$ cat src/rtl/uart_tx_frame_if.sv
// Host/timer-side bundle for the UART-Tx framer.
// The master side drives requests and the baud tick; the slave side is the framer itself.
interface uart_tx_frame_if #(
    parameter int DataBits = 8
);
    logic [DataBits-1:0] dataIn_i;
    logic                send_i;
    logic [1:0]          parityType_i;
    logic                stopBits_i;
    logic                baudTick_i;
    logic                timerEnable_o;
    logic                txOut_o;
    logic                busy_o;
    logic                done_o;

    modport master (
        output dataIn_i,
        output send_i,
        output parityType_i,
        output stopBits_i,
        output baudTick_i,
        input  timerEnable_o,
        input  txOut_o,
        input  busy_o,
        input  done_o
    );

    modport slave (
        input  dataIn_i,
        input  send_i,
        input  parityType_i,
        input  stopBits_i,
        input  baudTick_i,
        output timerEnable_o,
        output txOut_o,
        output busy_o,
        output done_o
    );
endinterface

$ cat src/rtl/uart_tx_frame.sv
// UART transmit framing FSM: start bit, LSB-first data, optional parity, one or two stop bits.
// Each bit period ends on a baud tick; every output is registered.
module uart_tx_frame #(
    parameter int DataBits  = 8,
    parameter int CountBits = 4
) (
    input logic            clk,
    input logic            rst,
    uart_tx_frame_if.slave bus
);

    typedef enum logic [2:0] {
        IDLE,
        START,
        DATA,
        PARITY,
        STOP
    } state_t;

    state_t                state_q,    state_d;
    logic [CountBits-1:0]  counter_q,  counter_d;
    logic                  stopCnt_q,  stopCnt_d;
    logic [DataBits-1:0]   shift_q,    shift_d;
    logic                  parity_q,   parity_d;
    logic                  parityEn_q, parityEn_d;
    logic                  twoStop_q,  twoStop_d;
    logic                  txOut_q,    txOut_d;
    logic                  busy_q,     busy_d;
    logic                  done_q,     done_d;
    logic                  timerEn_q,  timerEn_d;

    always_ff @(posedge clk or posedge rst) begin
        if (rst) begin
            state_q    <= IDLE;
            counter_q  <= '0;
            stopCnt_q  <= 1'b0;
            shift_q    <= '0;
            parity_q   <= 1'b0;
            parityEn_q <= 1'b0;
            twoStop_q  <= 1'b0;
            txOut_q    <= 1'b1;
            busy_q     <= 1'b0;
            done_q     <= 1'b0;
            timerEn_q  <= 1'b0;
        end else begin
            state_q    <= state_d;
            counter_q  <= counter_d;
            stopCnt_q  <= stopCnt_d;
            shift_q    <= shift_d;
            parity_q   <= parity_d;
            parityEn_q <= parityEn_d;
            twoStop_q  <= twoStop_d;
            txOut_q    <= txOut_d;
            busy_q     <= busy_d;
            done_q     <= done_d;
            timerEn_q  <= timerEn_d;
        end
    end

    always_comb begin
        state_d    = state_q;
        counter_d  = counter_q;
        stopCnt_d  = stopCnt_q;
        shift_d    = shift_q;
        parity_d   = parity_q;
        parityEn_d = parityEn_q;
        twoStop_d  = twoStop_q;
        txOut_d    = txOut_q;
        busy_d     = busy_q;
        timerEn_d  = timerEn_q;
        done_d     = 1'b0;

        unique case (state_q)
            IDLE: begin
                txOut_d = 1'b1;
                if (bus.send_i) begin
                    shift_d    = bus.dataIn_i;
                    parityEn_d = (bus.parityType_i == 2'b01) || (bus.parityType_i == 2'b10);
                    parity_d   = (bus.parityType_i == 2'b01) ? ~^bus.dataIn_i : ^bus.dataIn_i;
                    twoStop_d  = bus.stopBits_i;
                    counter_d  = '0;
                    stopCnt_d  = 1'b0;
                    state_d    = START;
                    txOut_d    = 1'b0;
                    busy_d     = 1'b1;
                    timerEn_d  = 1'b1;
                end
            end

            START: begin
                if (bus.baudTick_i) begin
                    state_d   = DATA;
                    txOut_d   = shift_q[0];
                    counter_d = '0;
                end
            end

            // Counter holds the index of the data bit currently on the line.
            DATA: begin
                if (bus.baudTick_i) begin
                    shift_d   = shift_q >> 1;
                    counter_d = counter_q + 1'b1;
                    if (counter_q == CountBits'(DataBits - 1)) begin
                        if (parityEn_q) begin
                            state_d = PARITY;
                            txOut_d = parity_q;
                        end else begin
                            state_d   = STOP;
                            txOut_d   = 1'b1;
                            stopCnt_d = 1'b0;
                        end
                    end else begin
                        txOut_d = shift_q[1];
                    end
                end
            end

            PARITY: begin
                if (bus.baudTick_i) begin
                    state_d   = STOP;
                    txOut_d   = 1'b1;
                    stopCnt_d = 1'b0;
                end
            end

            STOP: begin
                if (bus.baudTick_i) begin
                    if (twoStop_q && !stopCnt_q) begin
                        stopCnt_d = 1'b1;
                    end else begin
                        state_d   = IDLE;
                        busy_d    = 1'b0;
                        timerEn_d = 1'b0;
                        done_d    = 1'b1;
                        txOut_d   = 1'b1;
                    end
                end
            end

            default: begin
                state_d   = IDLE;
                txOut_d   = 1'b1;
                busy_d    = 1'b0;
                timerEn_d = 1'b0;
            end
        endcase
    end

    assign bus.txOut_o       = txOut_q;
    assign bus.busy_o        = busy_q;
    assign bus.done_o        = done_q;
    assign bus.timerEnable_o = timerEn_q;

endmodule
$ cat src/flat_wrapper.sv
// flat-port wrapper written by rule: the top's interface ports become plain ports
module uart_tx_frame_flat 
#(
    parameter int DataBits  = 8,
    parameter int CountBits = 4
)
  (clk, rst, bus_dataIn_i, bus_send_i, bus_parityType_i, bus_stopBits_i, bus_baudTick_i, bus_timerEnable_o, bus_txOut_o, bus_busy_o, bus_done_o);
  uart_tx_frame_if #(.DataBits(DataBits)) bus_i ();
  input logic clk;
  input logic rst;
  input wire logic [$bits(bus_i.dataIn_i)-1:0] bus_dataIn_i;
  input wire logic [$bits(bus_i.send_i)-1:0] bus_send_i;
  input wire logic [$bits(bus_i.parityType_i)-1:0] bus_parityType_i;
  input wire logic [$bits(bus_i.stopBits_i)-1:0] bus_stopBits_i;
  input wire logic [$bits(bus_i.baudTick_i)-1:0] bus_baudTick_i;
  output wire logic [$bits(bus_i.timerEnable_o)-1:0] bus_timerEnable_o;
  output wire logic [$bits(bus_i.txOut_o)-1:0] bus_txOut_o;
  output wire logic [$bits(bus_i.busy_o)-1:0] bus_busy_o;
  output wire logic [$bits(bus_i.done_o)-1:0] bus_done_o;
  assign bus_i.dataIn_i = bus_dataIn_i;
  assign bus_i.send_i = bus_send_i;
  assign bus_i.parityType_i = bus_parityType_i;
  assign bus_i.stopBits_i = bus_stopBits_i;
  assign bus_i.baudTick_i = bus_baudTick_i;
  assign bus_timerEnable_o = bus_i.timerEnable_o;
  assign bus_txOut_o = bus_i.txOut_o;
  assign bus_busy_o = bus_i.busy_o;
  assign bus_done_o = bus_i.done_o;
  uart_tx_frame #(.DataBits(DataBits), .CountBits(CountBits)) u_core (.clk(clk), .rst(rst), .bus(bus_i));
endmodule
$ cat config.mk
export PLATFORM = sky130hd
export DESIGN_NAME = uart_tx_frame_flat
export DESIGN_NICKNAME = d
export VERILOG_FILES = /design/src/rtl/uart_tx_frame_if.sv /design/src/rtl/uart_tx_frame.sv /design/src/flat_wrapper.sv
export SDC_FILE = /design/constraint.sdc
export NUM_CORES = 1
export LEC_CHECK = 0
export ABC_AREA = 0
export CAP_MARGIN = 20
export CORE_MARGIN = 10
export CORE_UTILIZATION = 52
export DETAILED_ROUTE_END_ITERATION = 10
export PLACE_DENSITY = 0.77
export RECOVER_POWER = 100
export SYNTH_ARGS = -nofsm -noshare
export SYNTH_HDL_FRONTEND = slang
export SYNTH_SLANG_ARGS = --single-unit
export TNS_END_PERCENT = 20
$ cat constraint.sdc
create_clock -name clk -period 1.9 [get_ports clk]
set_input_delay 0.57 -clock clk [delete_from_list [all_inputs] [get_ports clk]]
set_output_delay 0.57 -clock clk [all_outputs]
set_load 0.02 [all_outputs]
==> qor.txt, run 1 <==
Status = finished clean
Final antenna-violating net count = 0
Clock buffer depth = 2
Largest delay share family, worst path = buffers and inverters
Starting Density = 0.553
P_leak = 0.685 nW
# IOs = 19
TritonCTS Buffers = 3
R2r startpoint = u_core.state_q[1]$_DFFE_PP0P_
Hold Crit Start = u_core.parity_q$_DFFE_PP0P_
Initial drt markers = 91
CTS sink count = 22
Maximum clock frequency = 549 MHz
All-Layer GR Usage = 0.132
Share of cells above drive strength 1 = 0.108
Critical Path End Type = register
Top cells by area, synth = dfrtp_1 42%, nand2_1 6.6%, o21ai_0 4.8%
Post-synthesis cell count = 138
Buffers & Inverters on Critical Path = 1
Post-layout min period = 1.82 ns
Relative slew margins = 0.201
Global-route wire length before repair = 4850 µm
Met2 usage = 0.226
Max-cap check violation count = 0
Post-CTS Setup Bufs = 0
Hold depth = 2
Max VDD drop = 0.000860 V
Mean Syn Cell Area = 9.04 µm²
Non-filler cells, final = 194
Cell Chain, Critical Path = clkdlybuf4s50_1, mux2i_1, o21a_1, or3_1, o31ai_2
Routability Congestion = 0.780
Die span in x = 69.0 µm
Largest stage delay on the critical path = 0.52 ns
Core ar. = 0.00225 mm²
Period utilisation layout = 0.959
Power Density = 1390 mW/mm²
Top-area cell type share of the netlist area = 0.421
Gr ovfl total = 0
CP max stage cell = clkdlybuf4s50_1
GR peak layer = met2
Area leader, netlist = dfrtp_1
Synth warn = 0
Final wirelength = 2900 µm
Met3 Use GR = 0.0225
R2R Setup Slk = 0.22 ns
Syn_nets = 155
Final #Nets = 184
CP Class = input port to register
Final setup viols = 0
CTS tree = built
Largest net degree at the start of global routing = 23
Crit Path Max Fanout = 4
Clk root buf = clkbuf_4
Antenna violations before repair = 0
Hold path endpoint = u_core.parity_q$_DFFE_PP0P_
DIE AREA = 0.00476 mm²
Hold Vio Cnt, Final = 0
Met1 Usage GRT = 0.163
Worst setup SP type = input port
Layout area overhead = 23.9%
Clock latency on the worst-skew pair = 0.31 ns
Sequential cell area fraction in the yosys report = 0.442
Seq cells post-synth = 22
Final Max Slew Viols = 0
Port bufs = 18
Worst reg2reg endpoint = u_core.counter_q[3]$_DFFE_PP0P_
H-tree Lvls = 1
Layout Utilization = 0.685
Placed cells = 190
Mapped cell area = 0.00125 mm²
Worst path required time = 2.13 ns
Synth cell types = 38
RSZ-0062 raised after global routing = false
DRC violations left = 0
Clock-pin slew on the worst setup and hold paths = 0.13 ns
Clock Skew = 0.00530 ns
Routed wire per std cell = 14.9 µm
Hpwl dp = 2220 µm
R2R depth = 4
Hold Slack = 0.497 ns
Vias in the first global route = 1077
Total iterations of the first detailed-routing run = 4
Slew @ Worst Pin = 1.20 ns
Diode count = 0
Critical path data arrival time = 2.05 ns
Via/cell ratio = 5.63
HP Class = register to register
Via count = 1093
Core Rows = 17
Vert. Die Dim = 69.0 µm
==> where the power goes <==
group / internal, mW / switching [mW]
sequential: 0.663 / 0.186
clock: 0.213 / 0.146
combinational: 0.430 / 0.502
==> state kept, by name (all words and copies together), names as in the netlist <==
signal,count
u_core.stopCnt_q,1
u_core.twoStop_q,1
u_core.counter_q,4
u_core.state_q,3
u_core.bus.done_o,1
u_core.bus.busy_o,1
u_core.parity_q,1
u_core.parityEn_q,1
u_core.shift_q,8
u_core.bus.txOut_o,1
==> through the flow <==
| stage | power, mW | setup WS (ns) | TNS [ns] | area [µm²] |
|---|---|---|---|---|
| floorplan | 1.50 | 0.198 | 0 | 1250 |
| CTS | 2.19 | 0.0747 | 0 | 1570 |
| global placement | 1.79 | -0.168 | -0.743 | 1520 |
| finish | 2.14 | 0.0781 | 0 | 1550 |
| detailed placement | 1.84 | -0.252 | -1.50 | 1520 |
| global route | 2.32 | 0.0153 | 0 | 1550 |
==> cell type report <==
| type | count | area (µm²) |
|---|---|---|
| Clock buffer | 3 | 22.5 |
| Clock inverter | 1 | 30.0 |
| Fill cell | 193 | 709 |
| Inverter | 8 | 30.0 |
| Multi-Input combinational cell | 100 | 616 |
| Sequential cell | 22 | 552 |
| Tap cell | 28 | 35.0 |
| Timing Repair Buffer | 32 | 260 |
==> repair_timing <==
action	in CTS	in global routing
gates cloned	0	0
hold buffers	0	0
setup endpoints to repair	3	1
gates resized for setup	3	1
==> cell usage after synthesis, drive strengths merged <==
cell type / n
a221oi: 1
a311o: 1
o32ai: 1
nor3: 3
xnor3: 1
clkbuf: 3
ha: 2
o31ai: 5
dfrtp: 21
a21oi: 4
mux2i: 1
nand2: 22
o21a: 1
o21ai: 12
or3: 1
nor2: 11
nand3b: 3
a21bo: 1
nor3b: 1
xor2: 2
a211oi: 1
nor2b: 2
xnor2: 4
nand3: 3
dfstp: 1
a31oi: 8
or3b: 1
mux2: 1
nand4b: 1
inv: 8
a2bb2oi: 1
and2: 2
o2bb2a: 1
nand2b: 2
buf: 5
==> logic make-up after synthesis <==
group,after synthesis,synth area share
fa+ha+maj,2,0.0201
buf+inv,16,0.0602
mux,2,0.0171
compound gates,37,0.192
simple gates,52,0.209
xor+xnor,7,0.0602
flops,22,0.442
==> how the worst max path moves through the flow <==
stage                   start                              end  depth (start not counted)
2_1_floorplan  bus_baudTick_i  u_core.counter_q[3]$_DFFE_PP0P_                          5
3_3_place_gp   bus_baudTick_i  u_core.counter_q[3]$_DFFE_PP0P_                          5
3_5_place_dp   bus_baudTick_i  u_core.counter_q[3]$_DFFE_PP0P_                          5
4_1_cts        bus_baudTick_i  u_core.counter_q[3]$_DFFE_PP0P_                          5
5_1_grt                   rst      u_core.parity_q$_DFFE_PP0P_                          3
6_report       bus_baudTick_i  u_core.counter_q[3]$_DFFE_PP0P_                          5
==> routing by layer <==
layer | routed length, µm | part of all wire | vias to the layer above
met5 | 0 | 0 | -
met4 | 17 | 0.0059 | 0
met3 | 75 | 0.026 | 2
met2 | 1490 | 0.52 | 25
met1 | 1310 | 0.45 | 529
li1 | - | - | 537
==> worst register-to-register path, stage by stage, from the launching register on <==
cell and delay [ns]:
dfrtp_1 0.59, mux2i_1 0.17, o21a_1 0.20, or3_1 0.39
o31ai_2 0.24
==> layout by cell type (no fill, tap or decap), drive strengths merged, types with 3 or more instances in the layout <==
| cell | count |
|---|---|
| a21oi | 4 |
| a31oi | 8 |
| buf | 7 |
| clkbuf | 10 |
| clkdlybuf4s50 | 14 |
| dfrtp | 21 |
| dlygate4sd2 | 3 |
| inv | 8 |
| nand2 | 22 |
| nand3 | 3 |
| nand3b | 3 |
| nor2 | 11 |
| nor3 | 3 |
| o21ai | 12 |
| o31ai | 5 |
| xnor2 | 4 |
Power figures use the tool's default switching activity.
==> inputs of run 2 (changes only) <==
Settings changed: TNS_END_PERCENT 20 to default.
==> results of run 2 <==
No change in the layout: final DEF, timing and power equal those of run 1.
